### config.mk
export PLATFORM = sky130hd
export DESIGN_NAME = program_loader
export DESIGN_NICKNAME = d
export VERILOG_FILES = /design/src/rtl/program_loader.sv
export SDC_FILE = /design/constraint.sdc
export NUM_CORES = 1
export LEC_CHECK = 0
export ABC_CLOCK_PERIOD_IN_PS = 3500
export CORE_MARGIN = 2
export CORE_UTILIZATION = 56
export DETAILED_ROUTE_END_ITERATION = 12
export PLACE_DENSITY_LB_ADDON = 0.12
export SLEW_MARGIN = 20
export SYNTH_ARGS = -nofsm -noshare
export SYNTH_HDL_FRONTEND = slang
export SYNTH_SLANG_ARGS = --single-unit
### constraint.sdc
create_clock -name clk -period 3.5 [get_ports clk]
set_input_delay 0.875 -clock clk [delete_from_list [all_inputs] [get_ports clk]]
set_output_delay 0.875 -clock clk [all_outputs]
set_load 0.01 [all_outputs]
### src/rtl/program_loader.sv
// Boot loader: frames a length/words/checksum byte stream into instruction ROM writes from address 0.
// Latency: one registered ROM write per word, issued the cycle after its low byte. byte_ready is driven from state and start only.
module program_loader #(
    parameter int ADDR_WIDTH = 12,
    parameter int DEPTH      = 4096
) (
    input  logic                  clk,
    input  logic                  reset,
    input  logic                  start,
    input  logic                  byte_valid,
    input  logic [7:0]            byte_data,
    output logic                  byte_ready,
    output logic                  rom_we,
    output logic [ADDR_WIDTH-1:0] rom_addr,
    output logic [15:0]           rom_data,
    output logic                  cpu_reset,
    output logic                  loading,
    output logic                  done,
    output logic                  error
);

    typedef enum logic [2:0] {
        S_LEN_HI, S_LEN_LO, S_DATA_HI, S_DATA_LO, S_CHECK, S_RUN, S_ERROR
    } state_t;

    localparam logic [16:0] DEPTH_W = 17'(DEPTH);

    state_t                state_q, state_d;
    logic [7:0]            len_hi_q, len_hi_d;
    logic [15:0]           len_q, len_d;
    logic [7:0]            hi_q, hi_d;
    logic [7:0]            sum_q, sum_d;
    logic [ADDR_WIDTH-1:0] idx_q, idx_d;
    logic                  rom_we_q, rom_we_d;
    logic [ADDR_WIDTH-1:0] rom_addr_q, rom_addr_d;
    logic [15:0]           rom_data_q, rom_data_d;

    logic        xfer;
    logic [15:0] n_w;
    logic        last_word;

    assign loading    = (state_q != S_RUN) && (state_q != S_ERROR);
    assign byte_ready = loading && !start;
    assign xfer       = byte_valid && byte_ready;
    assign cpu_reset  = (state_q != S_RUN);
    assign done       = (state_q == S_RUN);
    assign error      = (state_q == S_ERROR);
    assign rom_we     = rom_we_q;
    assign rom_addr   = rom_addr_q;
    assign rom_data   = rom_data_q;

    assign n_w       = {len_hi_q, byte_data};
    // Index stops at N-1, so comparing idx+1 against N marks the final word.
    assign last_word = ((17'(idx_q) + 17'd1) == {1'b0, len_q});

    always_comb begin
        state_d    = state_q;
        len_hi_d   = len_hi_q;
        len_d      = len_q;
        hi_d       = hi_q;
        sum_d      = sum_q;
        idx_d      = idx_q;
        rom_we_d   = 1'b0;
        rom_addr_d = rom_addr_q;
        rom_data_d = rom_data_q;

        if (start) begin
            state_d = S_LEN_HI;
            sum_d   = 8'd0;
            idx_d   = '0;
        end else if (xfer) begin
            if (state_q != S_CHECK) begin
                sum_d = sum_q + byte_data;
            end
            case (state_q)
                S_LEN_HI: begin
                    len_hi_d = byte_data;
                    state_d  = S_LEN_LO;
                end
                S_LEN_LO: begin
                    len_d = n_w;
                    if ({1'b0, n_w} > DEPTH_W) begin
                        state_d = S_ERROR;
                    end else if (n_w == 16'd0) begin
                        state_d = S_CHECK;
                    end else begin
                        state_d = S_DATA_HI;
                    end
                end
                S_DATA_HI: begin
                    hi_d    = byte_data;
                    state_d = S_DATA_LO;
                end
                S_DATA_LO: begin
                    rom_we_d   = 1'b1;
                    rom_addr_d = idx_q;
                    rom_data_d = {hi_q, byte_data};
                    if (last_word) begin
                        state_d = S_CHECK;
                    end else begin
                        idx_d   = idx_q + 1'b1;
                        state_d = S_DATA_HI;
                    end
                end
                S_CHECK: begin
                    state_d = (byte_data == sum_q) ? S_RUN : S_ERROR;
                end
                default: begin
                end
            endcase
        end
    end

    always_ff @(posedge clk or negedge reset) begin
        if (!reset) begin
            state_q    <= S_LEN_HI;
            len_hi_q   <= 8'd0;
            len_q      <= 16'd0;
            hi_q       <= 8'd0;
            sum_q      <= 8'd0;
            idx_q      <= '0;
            rom_we_q   <= 1'b0;
            rom_addr_q <= '0;
            rom_data_q <= 16'd0;
        end else begin
            state_q    <= state_d;
            len_hi_q   <= len_hi_d;
            len_q      <= len_d;
            hi_q       <= hi_d;
            sum_q      <= sum_d;
            idx_q      <= idx_d;
            rom_we_q   <= rom_we_d;
            rom_addr_q <= rom_addr_d;
            rom_data_q <= rom_data_d;
        end
    end

endmodule

==> run summary <==
The met2 track utilization from global routing is 37.2%, and the insertion delay of the later-clocked pin in the worst-skew pair is 340 ps. In this run the tool buffered the top-level ports with 45 buffer cells. From left edge to right edge, the die measures 90.2 um.

After synthesis the netlist holds a flip-flop and latch count of 84. Traced cell by cell, the critical path runs through ha_1 -> xor2_1 -> or4_1 -> nor4_1 -> nand3_1 -> nor4_4 -> nand2b_4 -> mux2_4. The mean area per synthesized cell is 11.7 um^2, and the clock tree skew after final layout is 8.74 ps.

Initial core utilization: 57.7%. Dividing the detail-routed wire length by the instance count gives 16.6 um. The tools report the hold violation total from the final report as 0. In this run the tightest slew margin relative to its limit is 50.6%.

The wire length after detailed routing was 8460 um. The clock period could shrink to 2990 ps. The final RePlAce weighted congestion was 0.859. Counting every sink on the clock net gives 84. Of the available clock period, the critical path in the final layout requires 85.5%.

The height of the die came out at 90.2 um. Clock transition time at the flip-flop clock pins of the worst setup and hold paths: 90 ps. The synthesized cell area is 4170 um^2, and the post-route worst hold slack is 510 ps. Yosys printed 0 warnings.

For this design, the CTS-stage hold fixing added 0 buffers. The tree is rooted in a sky130_fd_sc_hd__clkbuf_8. Global routing used 3.86% of the available met3 tracks. Number of global-route vias before repair: 2961. The HPWL after detailed placement is 6090 um. The tools report the endpoint required time on the critical path as 3730 ps. The max-slew violation count is 0, and the number of enable-type register cells in the synthesized netlist is 0. Counting instances in the post-synthesis netlist gives the leading cell types as 84 x sky130_fd_sc_hd__dfrtp_1, 60 x sky130_fd_sc_hd__mux2_2, 29 x sky130_fd_sc_hd__nand2_1, 19 x sky130_fd_sc_hd__xnor2_1, 15 x sky130_fd_sc_hd__o21ai_0. The most common cell in the synthesized netlist is sky130_fd_sc_hd__dfrtp_1. The area of the core is 7210 um^2. Grouping stages by cell kind, the critical path spends the most delay in simple AND/OR/NAND/NOR gates.

The critical path contains buffers and inverters numbering 0 combined. IR analysis of the VDD net gives a maximum drop of 0.000339 V. TritonCTS built the clock tree. Setup violations remaining at the end of the flow were counted as 0. For the largest net degree at the start of global routing, the log shows 85. Ranked by total cell area, the synthesized netlist is headed by sky130_fd_sc_hd__dfrtp_1 50%, sky130_fd_sc_hd__mux2_2 16%, sky130_fd_sc_hd__xnor2_1 4.0%. The slowest stage of the critical path is the sky130_fd_sc_hd__dfrtp_1 cell. Detailed-route vias per instance: 5.70. Counting every net in the synthesized netlist gives 378. The flow ran to the end, and the final reports show no timing, DRC or antenna violations.

The global-route total usage across every layer was 22.5%; the maximum clock path buffer count was 2. The run gives 4 as the first-pass iteration count of the detailed router. The number of violations reported at the end of detailed-routing iteration 0 was 163; the timing-limited maximum frequency was 334 MHz.

The share of the synthesized area in the top cell type works out to 50.5%. Synthesis handed over a netlist of 357 instances. Across all register-to-register paths, the minimum setup slack is 510 ps. The run gives 428 as the total number of nets in the final design. The tools report the overall die area as 8140 um^2. The run gives 0 as the max capacitance violation total.

The first global-routing pass estimated 14600 um of wire. The routing usage on met1 was 29.7%. Once detail routing completed, the nets flagged for antenna violations numbered 0.

The path category of the worst min-delay check was reg2reg. The initial antenna violation count was 0. Setup repair after global routing left no endpoint under its margin. Row generation in the floorplan step produced 31 rows. The type of destination of the critical path is a flip-flop. STA puts the critical path data arrival time at 3220 ps. The net switching share of the total power was 29.2%.

The routed layout has 2915 vias. Dividing total power by cell area gives a power density of 543 nW/um^2. The H-tree was split into 3 levels. The number of distinct library cells after synthesis was 46; the number of post-CTS setup repair buffers was 0.

For the number of buffers created by CTS, the log shows 9. In the synthesized netlist the async set-or-reset flop fraction comes to 100%. Top flip-flop cell by instance count after synthesis: sky130_fd_sc_hd__dfrtp_1.

The total overflow left after global routing is 0. Sequential cells were found to cover 50.5% of the synthesized design area. The combinational share of power was 24.4%; the worst stage delay on the critical path was 460 ps. The run gives 0 ps as the setup TNS. The cell-internal power is 1.91 mW, and the leakage power figure is 2.16 nW. The layout has 559 filler cells. The switching power was 788 uW. The worst setup path is of the reg2reg kind. At the pin with the least slew margin, the transition time is 741 ps. Number of remaining DRC errors: 0. In this run the most used layer during global routing was met2.

The count of instances resized after the clock tree is built came out at 0. The power share of the sequential group is 49.6%. STA classifies the critical path startpoint as a flip-flop. The number of ports placed on the die boundary was 46. The peak fanout along the critical path was 7; the share of cells above drive strength 1 was 24.8%. 0 antenna diodes ended up in the layout.

Compared with the post-synthesis result, the final layout area differs by 19.2%. Part of the power in the clock network: 26.0%. sky130_fd_sc_hd__dfrtp_1 takes more of the synthesized area than any other cell.
[cells by family after synthesis]
logic type | synth area share [%]
AOI/OAI and AO/OA | 6.76
xor gates and xnor gates | 5.86
adders and majority gates | 2.88
buffers and inverters | 2.88
DFF | 50.5
muxes | 17.6
and+or+nand+nor | 13.6
[layout make-up]
cell class | instances | area [um^2] | area share, %
tap | 99 | 124 | 2.50
clock inverter | 7 | 73.8 | 1.49
timing repair buffer | 58 | 562 | 11.3
clock buffer | 9 | 124 | 2.50
multi-input combinational | 247 | 1950 | 39.3
sequential | 84 | 2100 | 42.3
inverter | 7 | 26.3 | 0.529
[state kept, by name, indices dropped and copies added, names as in the netlist]
signal / count
rom_we: 1
len_hi_q: 8
len_q: 16
rom_data: 16
hi_q: 8
idx_q: 12
rom_addr: 12
sum_q: 8
state_q: 3
[metrics by stage]
stage          setup slack (ps)  cells  power (mW)  util, %  cell area, um^2
5_1_grt                     348    511        2.86     68.8             4960
6_report                    508    511        2.69     68.8             4960
3_5_place_dp                304    495        2.02     66.0             4760
4_1_cts                     503    511        2.72     68.7             4960
2_1_floorplan               754    357        1.77        -             4170
3_3_place_gp                392    495        1.99     66.0             4760
[layer usage]
metal / vias to the layer above / wire length [um] / part of all wire (%)
li1: 1378 / - / -
met1: 1458 / 3780 / 45
met2: 65 / 4210 / 50
met3: 14 / 280 / 3.3
met4: 0 / 191 / 2.3
met5: - / 0 / 0
[cell usage in the layout (no fill, tap or decap), types with 3 or more instances in the layout]
cell                              Yosys  layout
sky130_fd_sc_hd__nor2_1              14      13
sky130_fd_sc_hd__o31ai_1              7       7
sky130_fd_sc_hd__ha_1                 8       8
sky130_fd_sc_hd__clkbuf_8             0       9
sky130_fd_sc_hd__dfrtp_1             84      84
sky130_fd_sc_hd__nor4_1              10       9
sky130_fd_sc_hd__nand3_1             12      12
sky130_fd_sc_hd__mux2i_1              3       3
sky130_fd_sc_hd__or3_1                6       6
sky130_fd_sc_hd__buf_4                0      12
sky130_fd_sc_hd__nor3_1               6       6
sky130_fd_sc_hd__and3_1               4       4
sky130_fd_sc_hd__or4_1                6       6
sky130_fd_sc_hd__nand2_1             29      29
sky130_fd_sc_hd__a21oi_1              7       7
sky130_fd_sc_hd__xnor2_1             19      19
sky130_fd_sc_hd__o21ai_0             15      15
sky130_fd_sc_hd__mux2_2              60      60
sky130_fd_sc_hd__xor2_1               7       7
sky130_fd_sc_hd__inv_1                7       7
sky130_fd_sc_hd__a21o_1               3       3
sky130_fd_sc_hd__clkdlybuf4s50_1      0      44
sky130_fd_sc_hd__o311ai_0             3       3
sky130_fd_sc_hd__inv_6                0       3
sky130_fd_sc_hd__nor2b_1              4       4
[worst paths after layout]
check,startpoint,endpoint,cells past startpoint
hold reg to reg,rom_addr[3],rom_addr[3],1
setup reg to reg,idx_q[0],idx_q[1],8
max in group asynchronous,reset,idx_q[11],1
min in group asynchronous,reset,rom_addr[8],1
hold / removal,rom_addr[3],rom_addr[3],1
setup / recovery,idx_q[0],idx_q[1],8
[power by group through the flow]
stage          clock network [mW]  registers [mW]  logic (mW)
2_1_floorplan                   0            1.33       0.439
3_3_place_gp                    0            1.35       0.642
3_5_place_dp                    0            1.36       0.663
4_1_cts                     0.721            1.34       0.665
5_1_grt                     0.766            1.37       0.724
6_report                    0.700            1.34       0.657
(Power assumes the default switching activity.)
